**config.mk**
```make
export PLATFORM = sky130hd
export DESIGN_NAME = pipe_stage_reg_flat
export DESIGN_NICKNAME = d
export VERILOG_FILES = /design/src/rtl/pipe_stage_if.sv /design/src/rtl/pipe_stage_reg.sv /design/src/flat_wrapper.sv
export SDC_FILE = /design/constraint.sdc
export NUM_CORES = 1
export LEC_CHECK = 0
export ABC_AREA = 1
export CAP_MARGIN = 20
export CORE_ASPECT_RATIO = 0.7
export CORE_UTILIZATION = 40
export CTS_BUF_LIST = sky130_fd_sc_hd__clkbuf_4
export CTS_CLUSTER_DIAMETER = 100
export DETAILED_ROUTE_END_ITERATION = 6
export PLACE_DENSITY_LB_ADDON = 0.15
export SLEW_MARGIN = 0
export SYNTH_ARGS = -nofsm -noshare
export SYNTH_HDL_FRONTEND = slang
export SYNTH_SLANG_ARGS = --single-unit
```
**constraint.sdc**
```tcl
create_clock -name clk -period 2.15 [get_ports clk]
set_clock_uncertainty 0.05 [all_clocks]
set_input_delay 0.215 -clock clk [delete_from_list [all_inputs] [get_ports clk]]
set_output_delay 0.215 -clock clk [all_outputs]
set_load 0.1 [all_outputs]
```
**src/rtl/pipe_stage_if.sv**
```systemverilog
// Handshake/payload bundle between a feeding stage and its pipe_stage_reg.
interface pipe_stage_if #(
  parameter int unsigned DATA_W = 128,
  parameter int unsigned PC_W   = 32,
  parameter int unsigned EXC_W  = 5,
  parameter int unsigned CNT_W  = 16
);
  logic              en;
  logic              clr;
  logic              flush;
  logic              cnt_clr;
  logic              valid_in;
  logic [DATA_W-1:0] data_in;
  logic [PC_W-1:0]   pc_in;
  logic              bd_in;
  logic [EXC_W-1:0]  exc_in;
  logic [EXC_W-1:0]  local_exc;

  logic              valid_out;
  logic [DATA_W-1:0] data_out;
  logic [PC_W-1:0]   pc_out;
  logic [PC_W-1:0]   pc4_out;
  logic              bd_out;
  logic [EXC_W-1:0]  exc_out;
  logic [CNT_W-1:0]  stall_cnt;
  logic [CNT_W-1:0]  bubble_cnt;

  modport master (
    output en, clr, flush, cnt_clr, valid_in, data_in, pc_in, bd_in, exc_in, local_exc,
    input  valid_out, data_out, pc_out, pc4_out, bd_out, exc_out, stall_cnt, bubble_cnt
  );

  modport slave (
    input  en, clr, flush, cnt_clr, valid_in, data_in, pc_in, bd_in, exc_in, local_exc,
    output valid_out, data_out, pc_out, pc4_out, bd_out, exc_out, stall_cnt, bubble_cnt
  );
endinterface

```
**src/rtl/pipe_stage_reg.sv**
```systemverilog
// Generic inter-stage pipeline register with valid bit, exception merge,
// flush/bubble handling and saturating stall/bubble performance counters.
module pipe_stage_reg #(
  parameter int unsigned       DATA_W     = 128,
  parameter int unsigned       PC_W       = 32,
  parameter int unsigned       EXC_W      = 5,
  parameter logic [PC_W-1:0]   HANDLER_PC = PC_W'(32'h0000_4180),
  parameter int unsigned       CNT_W      = 16
) (
  input logic        clk,
  input logic        reset,
  pipe_stage_if.slave bus
);

  localparam logic [CNT_W-1:0] CNT_MAX = '1;
  localparam logic [PC_W-1:0]  PC_STEP = PC_W'(4);

  logic             stall_inc;
  logic             bubble_inc;
  logic [EXC_W-1:0] exc_merged;

  // Earliest stage's exception wins; empty slots never carry one.
  always_comb begin
    exc_merged = '0;
    if (bus.valid_in) begin
      exc_merged = (bus.exc_in != '0) ? bus.exc_in : bus.local_exc;
    end
  end

  assign stall_inc  = !bus.flush && !bus.clr && !bus.en && bus.valid_out;
  assign bubble_inc = !bus.flush && bus.clr;

  // Stage contents: reset > flush > clr > load > hold.
  always_ff @(posedge clk) begin
    if (reset) begin
      bus.valid_out <= 1'b0;
      bus.data_out  <= '0;
      bus.pc_out    <= '0;
      bus.pc4_out   <= '0;
      bus.bd_out    <= 1'b0;
      bus.exc_out   <= '0;
    end else if (bus.flush) begin
      bus.valid_out <= 1'b0;
      bus.data_out  <= '0;
      bus.pc_out    <= HANDLER_PC;
      bus.pc4_out   <= HANDLER_PC + PC_STEP;
      bus.bd_out    <= 1'b0;
      bus.exc_out   <= '0;
    end else if (bus.clr) begin
      bus.valid_out <= 1'b0;
      bus.data_out  <= '0;
      bus.pc_out    <= bus.pc_in;
      bus.pc4_out   <= bus.pc_in + PC_STEP;
      bus.bd_out    <= bus.bd_in;
      bus.exc_out   <= '0;
    end else if (bus.en) begin
      bus.valid_out <= bus.valid_in;
      bus.data_out  <= bus.data_in;
      bus.pc_out    <= bus.pc_in;
      bus.pc4_out   <= bus.pc_in + PC_STEP;
      bus.bd_out    <= bus.bd_in;
      bus.exc_out   <= exc_merged;
    end
  end

  // Saturating counters; cnt_clr beats a same-cycle increment.
  always_ff @(posedge clk) begin
    if (reset || bus.cnt_clr) begin
      bus.stall_cnt  <= '0;
      bus.bubble_cnt <= '0;
    end else begin
      if (stall_inc && bus.stall_cnt != CNT_MAX) begin
        bus.stall_cnt <= bus.stall_cnt + CNT_W'(1);
      end
      if (bubble_inc && bus.bubble_cnt != CNT_MAX) begin
        bus.bubble_cnt <= bus.bubble_cnt + CNT_W'(1);
      end
    end
  end

endmodule
```
**src/flat_wrapper.sv**
```systemverilog
// flat-port wrapper written by rule: the top's interface ports become plain ports
module pipe_stage_reg_flat 
#(
  parameter int unsigned       DATA_W     = 128,
  parameter int unsigned       PC_W       = 32,
  parameter int unsigned       EXC_W      = 5,
  parameter logic [PC_W-1:0]   HANDLER_PC = PC_W'(32'h0000_4180),
  parameter int unsigned       CNT_W      = 16
)
  (clk, reset, bus_en, bus_clr, bus_flush, bus_cnt_clr, bus_valid_in, bus_data_in, bus_pc_in, bus_bd_in, bus_exc_in, bus_local_exc, bus_valid_out, bus_data_out, bus_pc_out, bus_pc4_out, bus_bd_out, bus_exc_out, bus_stall_cnt, bus_bubble_cnt);
  pipe_stage_if #(.DATA_W(DATA_W), .PC_W(PC_W), .EXC_W(EXC_W), .CNT_W(CNT_W)) bus_i ();
  input logic clk;
  input logic reset;
  input wire logic [$bits(bus_i.en)-1:0] bus_en;
  input wire logic [$bits(bus_i.clr)-1:0] bus_clr;
  input wire logic [$bits(bus_i.flush)-1:0] bus_flush;
  input wire logic [$bits(bus_i.cnt_clr)-1:0] bus_cnt_clr;
  input wire logic [$bits(bus_i.valid_in)-1:0] bus_valid_in;
  input wire logic [$bits(bus_i.data_in)-1:0] bus_data_in;
  input wire logic [$bits(bus_i.pc_in)-1:0] bus_pc_in;
  input wire logic [$bits(bus_i.bd_in)-1:0] bus_bd_in;
  input wire logic [$bits(bus_i.exc_in)-1:0] bus_exc_in;
  input wire logic [$bits(bus_i.local_exc)-1:0] bus_local_exc;
  output wire logic [$bits(bus_i.valid_out)-1:0] bus_valid_out;
  output wire logic [$bits(bus_i.data_out)-1:0] bus_data_out;
  output wire logic [$bits(bus_i.pc_out)-1:0] bus_pc_out;
  output wire logic [$bits(bus_i.pc4_out)-1:0] bus_pc4_out;
  output wire logic [$bits(bus_i.bd_out)-1:0] bus_bd_out;
  output wire logic [$bits(bus_i.exc_out)-1:0] bus_exc_out;
  output wire logic [$bits(bus_i.stall_cnt)-1:0] bus_stall_cnt;
  output wire logic [$bits(bus_i.bubble_cnt)-1:0] bus_bubble_cnt;
  assign bus_i.en = bus_en;
  assign bus_i.clr = bus_clr;
  assign bus_i.flush = bus_flush;
  assign bus_i.cnt_clr = bus_cnt_clr;
  assign bus_i.valid_in = bus_valid_in;
  assign bus_i.data_in = bus_data_in;
  assign bus_i.pc_in = bus_pc_in;
  assign bus_i.bd_in = bus_bd_in;
  assign bus_i.exc_in = bus_exc_in;
  assign bus_i.local_exc = bus_local_exc;
  assign bus_valid_out = bus_i.valid_out;
  assign bus_data_out = bus_i.data_out;
  assign bus_pc_out = bus_i.pc_out;
  assign bus_pc4_out = bus_i.pc4_out;
  assign bus_bd_out = bus_i.bd_out;
  assign bus_exc_out = bus_i.exc_out;
  assign bus_stall_cnt = bus_i.stall_cnt;
  assign bus_bubble_cnt = bus_i.bubble_cnt;
  pipe_stage_reg #(.DATA_W(DATA_W), .PC_W(PC_W), .EXC_W(EXC_W), .HANDLER_PC(HANDLER_PC), .CNT_W(CNT_W)) u_core (.clk(clk), .reset(reset), .bus(bus_i));
endmodule
```
==> results.tsv, run 1 <==
metric	value	unit
overflow	0	
die_area	24300	sq um
antenna_found_initial	1	
cts_buffers	56	
ir_worst_vdd	0.421	mV
hold-worst-slack	0.0746	ns
crit_path_start_kind	flip-flop	
synthXorXnorAreaFrac	1.11	%
track_usage	24.5	%
p_leak	6.03	nW
grt_pass1_vias	9045	
htreeDepth	2	
finalSetupTns	0	ns
post-cts-setup-buffers	0	
viasPerCell	4.75	
clk_path_buf_depth	3	
synth_area_leaders	dfxtp_1, nand2_1, a21oi_1	
nFillCells	2173	
synthMuxAreaShare	0	%
wl	31400	um
fmax	562	MHz
synth_top_family_by_area	simple AND/OR/NAND/NOR gates	
worst_setup_path_end_kind	flip-flop	
ctsHoldBuffers	1	
finalNonFillerCells	2119	
die-width	186	um
setup_ws	0.371	ns
syn-cell-area	9460	sq um
cts_sinks	229	
finalMaxSlewViolations	0	
rrSetupSlack	0.37	ns
place_congestion	0.913	
post-route-period-util	82.8	%
root_buffer	clkbuf_4	
min_period	1.78	ns
status	finished clean	
hold_viol	0	
p_per_area	682	nW/um^2
synthSimpleGateAreaFrac	31.0	%
initial_core_util	41.3	%
cts_resized	0	
cts_tree	built	
dp_hpwl	22700	um
arrival	2.28	ns
hp-class	in2reg	
synth_adder_area_share	0.397	%
rsz0062_at_grt	no	
syn_nets	1546	
clk_pin_slew	0.07	ns
vias	10064	
area_growth	46.9	%
maxCapViolCount	0	
seq_area_frac_synth	48.5	%
drive_above_1_share	19.1	%
num_io_pins	409	
cp_max_fo	10	
worst_pin_slew	0.705	ns
die_h	131	um
syn_area_per_cell	6.93	sq um
port-buffer-count	408	
pre_cts_ws	0.0821	ns
ys_warn_count	0	
slew_headroom	52.9	%
ys_ff_latch	229	
drtAntennaViolNets	0	
initialDrtViolationCount	567	
drt_first_pass_iters	5	
synth_enable_flop_cells	0	
synth_ff_type	dfxtp_1	
worst-setup-path-type	reg2reg	
synthArstFlopShare	0	%
synth_cell_types	31	
core_region_area	22900	sq um
layout.nets	1960	
p_total	9.48	mW
grt_pass1_wl	47200	um
synthCells	1365	
num_rows	46	
synthDominantCellAreaShare	48.5	%
placedCellCount	2032	
cp.required	2.65	ns
synth_top_area_cell	dfxtp_1	
drc	0	
wl_per_cell	14.8	um
grt_max_degree	135	
clk_latency	0.64	ns
synth_compound_area_share	12.9	%
setup_viol	0	
cell type report:
type | instances | area, sq um | area share [%]
inverter | 71 | 269 | 1.94
clock inverter | 10 | 45.0 | 0.324
clock buffer | 75 | 563 | 4.05
multi-input combinational | 994 | 4320 | 31.0
antenna | 1 | 2.50 | 0.0180
timing repair buffer | 427 | 3720 | 26.8
tap | 312 | 390 | 2.81
sequential | 229 | 4590 | 33.0
placed cells by master (no fill, tap or decap), types with 2 or more instances in the layout:
cell type        instances
clkinv_2                 3
o211a_1                  2
inv_1                   68
clkbuf_4                75
nor2_1                 149
a21oi_1                194
xor2_1                   6
nor2_2                   3
nand3b_1                 4
nor3_1                   2
buf_12                   6
buf_4                  244
ha_1                     3
or2_1                    2
clkdlybuf4s50_1        176
and2_1                   2
dfxtp_2                  4
o211ai_1                 3
nand4_1                  8
dfxtp_1                225
nand2_1                511
o21bai_1                 6
nand3_1                 57
clkinv_1                 7
xnor2_1                  6
o21ai_0                 27
nor2_4                   3
kinds of logic after synthesis:
kind of cell | count (synthesis)
buffers and inverters | 142
XOR/XNOR | 12
flip-flops | 229
AND/OR/NAND/NOR | 744
adder cells (fa/ha/maj) | 3
AO/OA/AOI/OAI | 235
cells in the mapped netlist, drive strengths merged, types with 7 or more instances:
cell / n
inv: 70
nor2: 155
clkbuf: 41
dfxtp: 229
a21oi: 194
nand4: 8
nand3: 57
buf: 30
o21bai: 7
o21ai: 29
nand2: 513
worst max-delay path: stages (launching register included):
cell and delay [ns]:
dfxtp_2 0.37, ha_1 0.27, inv_1 0.06, nor2_1 0.10, nand2_1 0.15, o21ai_2 0.43, nand2_1 0.09, a21oi_1 0.17
registers in the layout, indices dropped and copies added (netlist names):
name and flops:
u_core.bus.data_out 128, u_core.bus.exc_out 5, u_core.bus.stall_cnt 16, u_core.bus.bd_out 1
u_core.bus.valid_out 1, u_core.bus.bubble_cnt 16, u_core.bus.pc_out 30, u_core.bus.pc4_out 32
path summary, 6_finish.rpt:
check,startpoint,to,cells after the start
max,u_core.bus.bubble_cnt[0]$_SDFFE_PP0P_,u_core.bus.bubble_cnt[5]$_SDFFE_PP0P_,7
min,bus_data_in[88],u_core.bus.data_out[88]$_SDFFE_PP0P_,3
max reg2reg,u_core.bus.bubble_cnt[0]$_SDFFE_PP0P_,u_core.bus.bubble_cnt[5]$_SDFFE_PP0P_,7
min reg2reg,u_core.bus.data_out[50]$_SDFFE_PP0P_,u_core.bus.data_out[50]$_SDFFE_PP0P_,2
power by group:
part	internal, mW	total (mW)	leakage, nW	switching [mW]
Clock	1.59	3.29	0.366	1.70
Combinational	0.565	1.79	3.81	1.22
Sequential	4.34	4.40	1.86	0.0543
Total	6.50	9.48	6.03	2.98
per-layer routing:
layer  vias up  track usage, %  routed length, um
li1       5191               -                  -
met1      4484            31.4              13500
met2       327            39.0              14400
met3        62            7.65               2580
met4         0            8.97                944
met5         -               0                  0
metrics by stage:
step | util, % | cell area [sq um]
2_1_floorplan | - | 9470
3_3_place_gp | 58.0 | 13300
3_5_place_dp | 58.0 | 13300
4_1_cts | 60.7 | 13900
5_1_grt | 60.7 | 13900
6_report | 60.7 | 13900
Note: power is estimated with default switching activity, not from simulation.
==> run 2: changes to the inputs <==
==> constraint.sdc (replaced) <==
create_clock -name clk -period 1.65 [get_ports clk]
set_clock_uncertainty 0.05 [all_clocks]
set_input_delay 0.165 -clock clk [delete_from_list [all_inputs] [get_ports clk]]
set_output_delay 0.165 -clock clk [all_outputs]
set_load 0.1 [all_outputs]
==> run 2 against run 1 <==
Against the previous run: non-clock buffer count up 216; core utilization increased by 23 points; critical path depth is 6 lower; hold slack gained 0.027 ns; register-to-register slack worse by 0.26 ns; combinational power grew 77%; sequential cell count unchanged; first-iteration DRC count increased by 41%; highest routed layer unchanged.
==> results.tsv, run 2 (synthesis gave the netlist of run 1 again) <==
metric	value	unit	change
status	finished clean		
drt_first_pass_iters	6		+1
slowest_stage	dfxtp_1		
grt-busiest-layer	met2		
drtAntennaViolNets	0		unchanged
num_rows	46		unchanged
final_common_cell	nand2_1		
cp.required	1.43	ns	-1.22 ns
placed_cell_area	17000	sq um	+28%
grt_max_degree	135		unchanged
die_area	24300	sq um	unchanged
root_buffer	clkbuf_4		
ir_worst_vdd	0.687	mV	+63%
wl	42000	um	+34%
final_cell_mix	nand2_1, buf_12, dfxtp_1, a21oi_1, clkdlybuf4s50_1		
cp_max_fo	2		-8
crit_path_start_kind	flip-flop		
p_per_area	732	nW/um^2	+7.3%
die_h	131	um	unchanged
rsz0062_at_grt	no		
initialDrtViolationCount	802		+41%
largest_reg_flops	128		unchanged
maxCapViolCount	0		unchanged
worst_pin_slew	0.612	ns	-0.0937 ns
wl_per_cell	17.8	um	+20%
clk_path_buf_depth	3		unchanged
grt_util_met3	8.29	%	+0.64 points
worst_setup_path_end_kind	primary output		
cts_buffers	56		unchanged
top_regs	u_core.bus.data_out x128, u_core.bus.pc4_out x32, u_core.bus.pc_out x30		
viasPerCell	5.06		+6.5%
drc	0		unchanged
setup_ws	0.0680	ns	-0.303 ns
grt_pass1_vias	12091		+34%
p_leak	7.78	nW	+29%
min_period	1.58	ns	
hold_viol	0		unchanged
setup_viol	0		unchanged
met2_usage	58.3	%	+19 points
initial_core_util	41.3	%	unchanged
nFillCells	1236		-43%
clk_latency	0.70	ns	+0.06 ns
area_growth	102	%	
antenna_found_initial	3		+2
overflow	0		unchanged
path_delay_family	flip-flops		
place_congestion	0.937		+2.6%
cts_sinks	229		unchanged
cts_tree	built		
track_usage	33.8	%	+9.2 points
pre_cts_ws	-0.314	ns	-0.396 ns
vias	11931		+19%
gr-usage-met1	37.9	%	+6.5 points
layout.nets	2176		+11%
finalNonFillerCells	2358		+11%
core_region_area	22900	sq um	unchanged
path_cells	buf_12		
fin_area	19100	sq um	+37%
fmax	632	MHz	
grt_pass1_wl	63800	um	+35%
num_io_pins	409		unchanged
hp-class	in2reg		
path_buf_inv	1		unchanged
worst-setup-path-type	reg2out		
finalMaxSlewViolations	0		unchanged
port-buffer-count	408		unchanged
die-width	186	um	unchanged
drive_above_1_share	23.7	%	+4.6 points
clk_pin_slew	0.08	ns	about the same
placedCellCount	2117		+4.2%
arrival	1.37	ns	-0.91 ns
crit_path_max_incr_delay	0.44	ns	about the same
slew_headroom	59.2	%	+6.3 points
top_register	u_core.bus.data_out		
dp_hpwl	26300	um	+16%
post-route-period-util	95.9	%	
htreeDepth	2		unchanged
[run 2: where the power goes]
part           leakage (nW)  internal, mW  switching (mW)
clock                 0.442          2.50            2.55
combinational          5.45          1.39            1.77
sequential             1.88          5.61           0.153
[run 2: worst paths after layout]
kind | start | depth (start not counted) | slack [ns] | end
worst max-delay path | u_core.bus.data_out[14]$_SDFFE_PP0P_ | 1 | 0.07 | bus_data_out[14]
worst min-delay path | bus_exc_in[1] | 3 | 0.10 | u_core.bus.exc_out[1]$_SDFFE_PP0P_
worst max register to register | u_core.bus.stall_cnt[1]$_SDFFE_PP0P_ | 9 | 0.11 | u_core.bus.stall_cnt[1]$_SDFFE_PP0P_
worst min register to register | u_core.bus.pc_out[16]$_SDFFE_PP0P_ | 2 | 0.45 | u_core.bus.pc_out[16]$_SDFFE_PP0P_
[run 2: area by class of cell]
type / instances / area (sq um) / share of cell area [%]
inverter: 71 / 269 / 1.41
clock inverter: 21 / 114 / 0.596
sequential: 229 / 4690 / 24.6
multi-input combinational: 994 / 4370 / 22.9
antenna: 4 / 10.0 / 0.0524
timing repair buffer: 643 / 8620 / 45.1
tap: 312 / 390 / 2.04
clock buffer: 84 / 631 / 3.30
[run 2: worst reg2reg max path, cell delays in order, from the launching register on]
cell	delay, ns
dfxtp_4	0.39
ha_4	0.17
inv_1	0.06
nor2_2	0.12
nand2_2	0.12
nor2_2	0.11
nor2_2	0.04
buf_4	0.17
o21ai_1	0.14
nor2_1	0.07
[run 2: repair_timing]
item	4_1_cts	5_1_grt
hold buffers	130	0
buffers inserted	0	2
endpoints found under the setup margin	0	32
gates resized for setup	0	13
endpoints found under the hold margin	130	0
[run 2: stage by stage]
step           utilization [%]  power [mW]  setup TNS, ns  hold WS (ns)
5_1_grt                   83.4        14.5              0        0.0687
4_1_cts                   83.1        13.9              0        0.0542
6_report                  83.4        14.0              0         0.101
3_5_place_dp              74.2        8.72          -4.79         0.439
3_3_place_gp              74.2        8.68          -3.16         0.435
2_1_floorplan                -        7.28              0         0.261
[run 2: per-layer routing]
layer	part of all wire, %	up-vias
li1	-	5646
met1	37	5489
met2	49	624
met3	8.0	172
met4	5.9	0
met5	0	-
==> run 3: changes to the inputs <==
--- a/config.mk
+++ b/config.mk
@@ -7,11 +7,11 @@
 export LEC_CHECK = 0
 export ABC_AREA = 1
 export CAP_MARGIN = 20
-export CORE_ASPECT_RATIO = 0.7
-export CORE_UTILIZATION = 40
+export CORE_AREA = 2 2 157 159
 export CTS_BUF_LIST = sky130_fd_sc_hd__clkbuf_4
 export CTS_CLUSTER_DIAMETER = 100
 export DETAILED_ROUTE_END_ITERATION = 6
+export DIE_AREA = 0 0 159 161
 export PLACE_DENSITY_LB_ADDON = 0.15
 export SLEW_MARGIN = 0
 export SYNTH_ARGS = -nofsm -noshare
==> run 3 against run 2 <==
Against the previous run: die area up 5.4%; clock-buffer cell count up 15; sequential share of layout area about the same; sequential cell count unchanged; largest cell class unchanged; largest power group unchanged; highest routed layer unchanged.
==> results.tsv, run 3 (synthesis gave the netlist of run 1 again) <==
metric	value	unit	change
num_io_pins	409		unchanged
grt_max_degree	135		unchanged
finalMaxSlewViolations	0		unchanged
cts_sinks	229		unchanged
dp_hpwl	26500	um	+0.71%
die-width	159	um	-14%
cp_max_fo	72		+70
gr-usage-met1	32.6	%	-5.3 points
vias	11889		-0.35%
p_per_area	758	nW/um^2	+3.7%
status	finished clean		
top_regs	u_core.bus.data_out x128, u_core.bus.pc4_out x32, u_core.bus.pc_out x30		
place_congestion	0.868		-7.4%
hp-class	in2reg		
root_buffer	clkbuf_4		
num_rows	57		+24%
overflow	0		unchanged
grt_pass1_vias	12057		-0.28%
p_total	14.5	mW	+3.6%
setup_viol	0		unchanged
core_region_area	24000	sq um	+4.6%
post-route-period-util	98.5	%	+2.6 points
hold-worst-slack	0.0329	ns	-0.0686 ns
worst_setup_path_end_kind	flip-flop		
wl_per_cell	17.4	um	-2.0%
grt_pass1_wl	63900	um	+0.12%
crit_path_start_kind	input port		
viasPerCell	5.04		-0.48%
slew_headroom	56.1	%	-3.1 points
layout.nets	2173		-0.14%
finalSetupTns	0	ns	unchanged
drc	0		unchanged
worst_pin_slew	0.658	ns	+0.0465 ns
top_register	u_core.bus.data_out		
fmax	616	MHz	-2.6%
p_leak	7.77	nW	-0.14%
antenna_found_initial	2		-1
initialDrtViolationCount	827		+3.1%
worst-setup-path-type	in2reg		
arrival	2.18	ns	+0.81 ns
met2_usage	54.7	%	-3.6 points
final_common_cell	nand2_1		
min_period	1.62	ns	+0.0426 ns
track_usage	31.1	%	-2.7 points
grt_util_met3	8.83	%	+0.55 points
area_growth	102	%	about the same
largest_reg_flops	128		unchanged
cts_tree	built		
die_area	25600	sq um	+5.4%
wl	41200	um	-1.8%
final_cell_mix	nand2_1, buf_12, dfxtp_1, a21oi_1, clkdlybuf4s50_1		
clk_latency	0.66	ns	-0.04 ns
initial_core_util	39.5	%	-1.8 points
drive_above_1_share	24.1	%	+0.47 points
drtAntennaViolNets	0		unchanged
grt-busiest-layer	met2		
cts_buffers	66		+18%
clk_path_buf_depth	3		unchanged
die_h	161	um	+23%
htreeDepth	3		+1
ir_worst_vdd	0.627	mV	-8.8%
cp.required	2.20	ns	+0.77 ns
clk_pin_slew	0.08	ns	about the same
drt_first_pass_iters	6		unchanged
port-buffer-count	408		unchanged
hold_viol	0		unchanged
maxCapViolCount	0		unchanged
run 3: cell count changes in the layout (fill, tap and decap cells not counted), sizes merged:
cell | before | now
buf | 337 | 333
bufinv | 1 | 2
clkbuf | 84 | 99
clkinv | 21 | 10
diode | 4 | 2
dlygate4sd3 | 130 | 121
inv | 70 | 71
run 3: final timing paths:
| check | to | startpoint | depth (start not counted) | slack [ns] |
|---|---|---|---|---|
| setup / recovery | u_core.bus.data_out[19]$_SDFFE_PP0P_ | bus_en | 6 | 0.03 |
| hold / removal | u_core.bus.data_out[89]$_SDFFE_PP0P_ | bus_data_in[89] | 3 | 0.03 |
| setup reg to reg | u_core.bus.stall_cnt[1]$_SDFFE_PP0P_ | u_core.bus.stall_cnt[0]$_SDFFE_PP0P_ | 9 | 0.11 |
| hold reg to reg | u_core.bus.pc_out[21]$_SDFFE_PP0P_ | u_core.bus.pc_out[21]$_SDFFE_PP0P_ | 2 | 0.45 |
run 3: area by class of cell:
cell class | instances | area, sq um
multi-input cells | 994 | 4380
clock buffers | 99 | 743
fillers | 1422 | 4870
repair buffers | 630 | 8500
flip-flops and latches | 229 | 4690
diodes | 2 | 5.00
well taps | 324 | 405
inverters | 71 | 269
clock inverters | 12 | 103
run 3: critical path, stage by stage:
cell           delay (ns)
dlygate4sd3_1        0.56
buf_4                0.17
buf_12               0.27
nand2_1              0.14
dlygate4sd3_1        0.62
a21oi_1              0.19
run 3: through the flow:
step	instance area [sq um]	instances	util (%)	worst slack (ns)
finish	19100	2361	79.7	0.0254
floorplan	9590	1365	-	0.00226
global route	19100	2361	79.7	-0.00863
global placement	17000	2125	70.9	-0.242
CTS	19000	2357	79.5	0.0190
detailed placement	17000	2125	70.9	-0.279
run 3: per-layer routing:
metal / part of all wire [%] / vias to the layer above
met3: 7.9 / 155
li1: - / 5632
met5: 0 / -
met4: 6.3 / 0
met1: 36 / 5513
met2: 50 / 589
run 3: what timing repair did:
action	CTS	global route
endpoints found under the setup margin	5	27
gates resized for setup	1	9
hold buffers	121	0
buffers inserted	0	2
gates cloned	0	0
pin swaps	0	1
endpoints found under the hold margin	106	0
run 3: power breakdown:
group          internal (mW)  total, mW  switching (mW)
registers               5.62       5.77           0.148
clock network           3.04       5.60            2.56
logic                   1.37       3.12            1.75
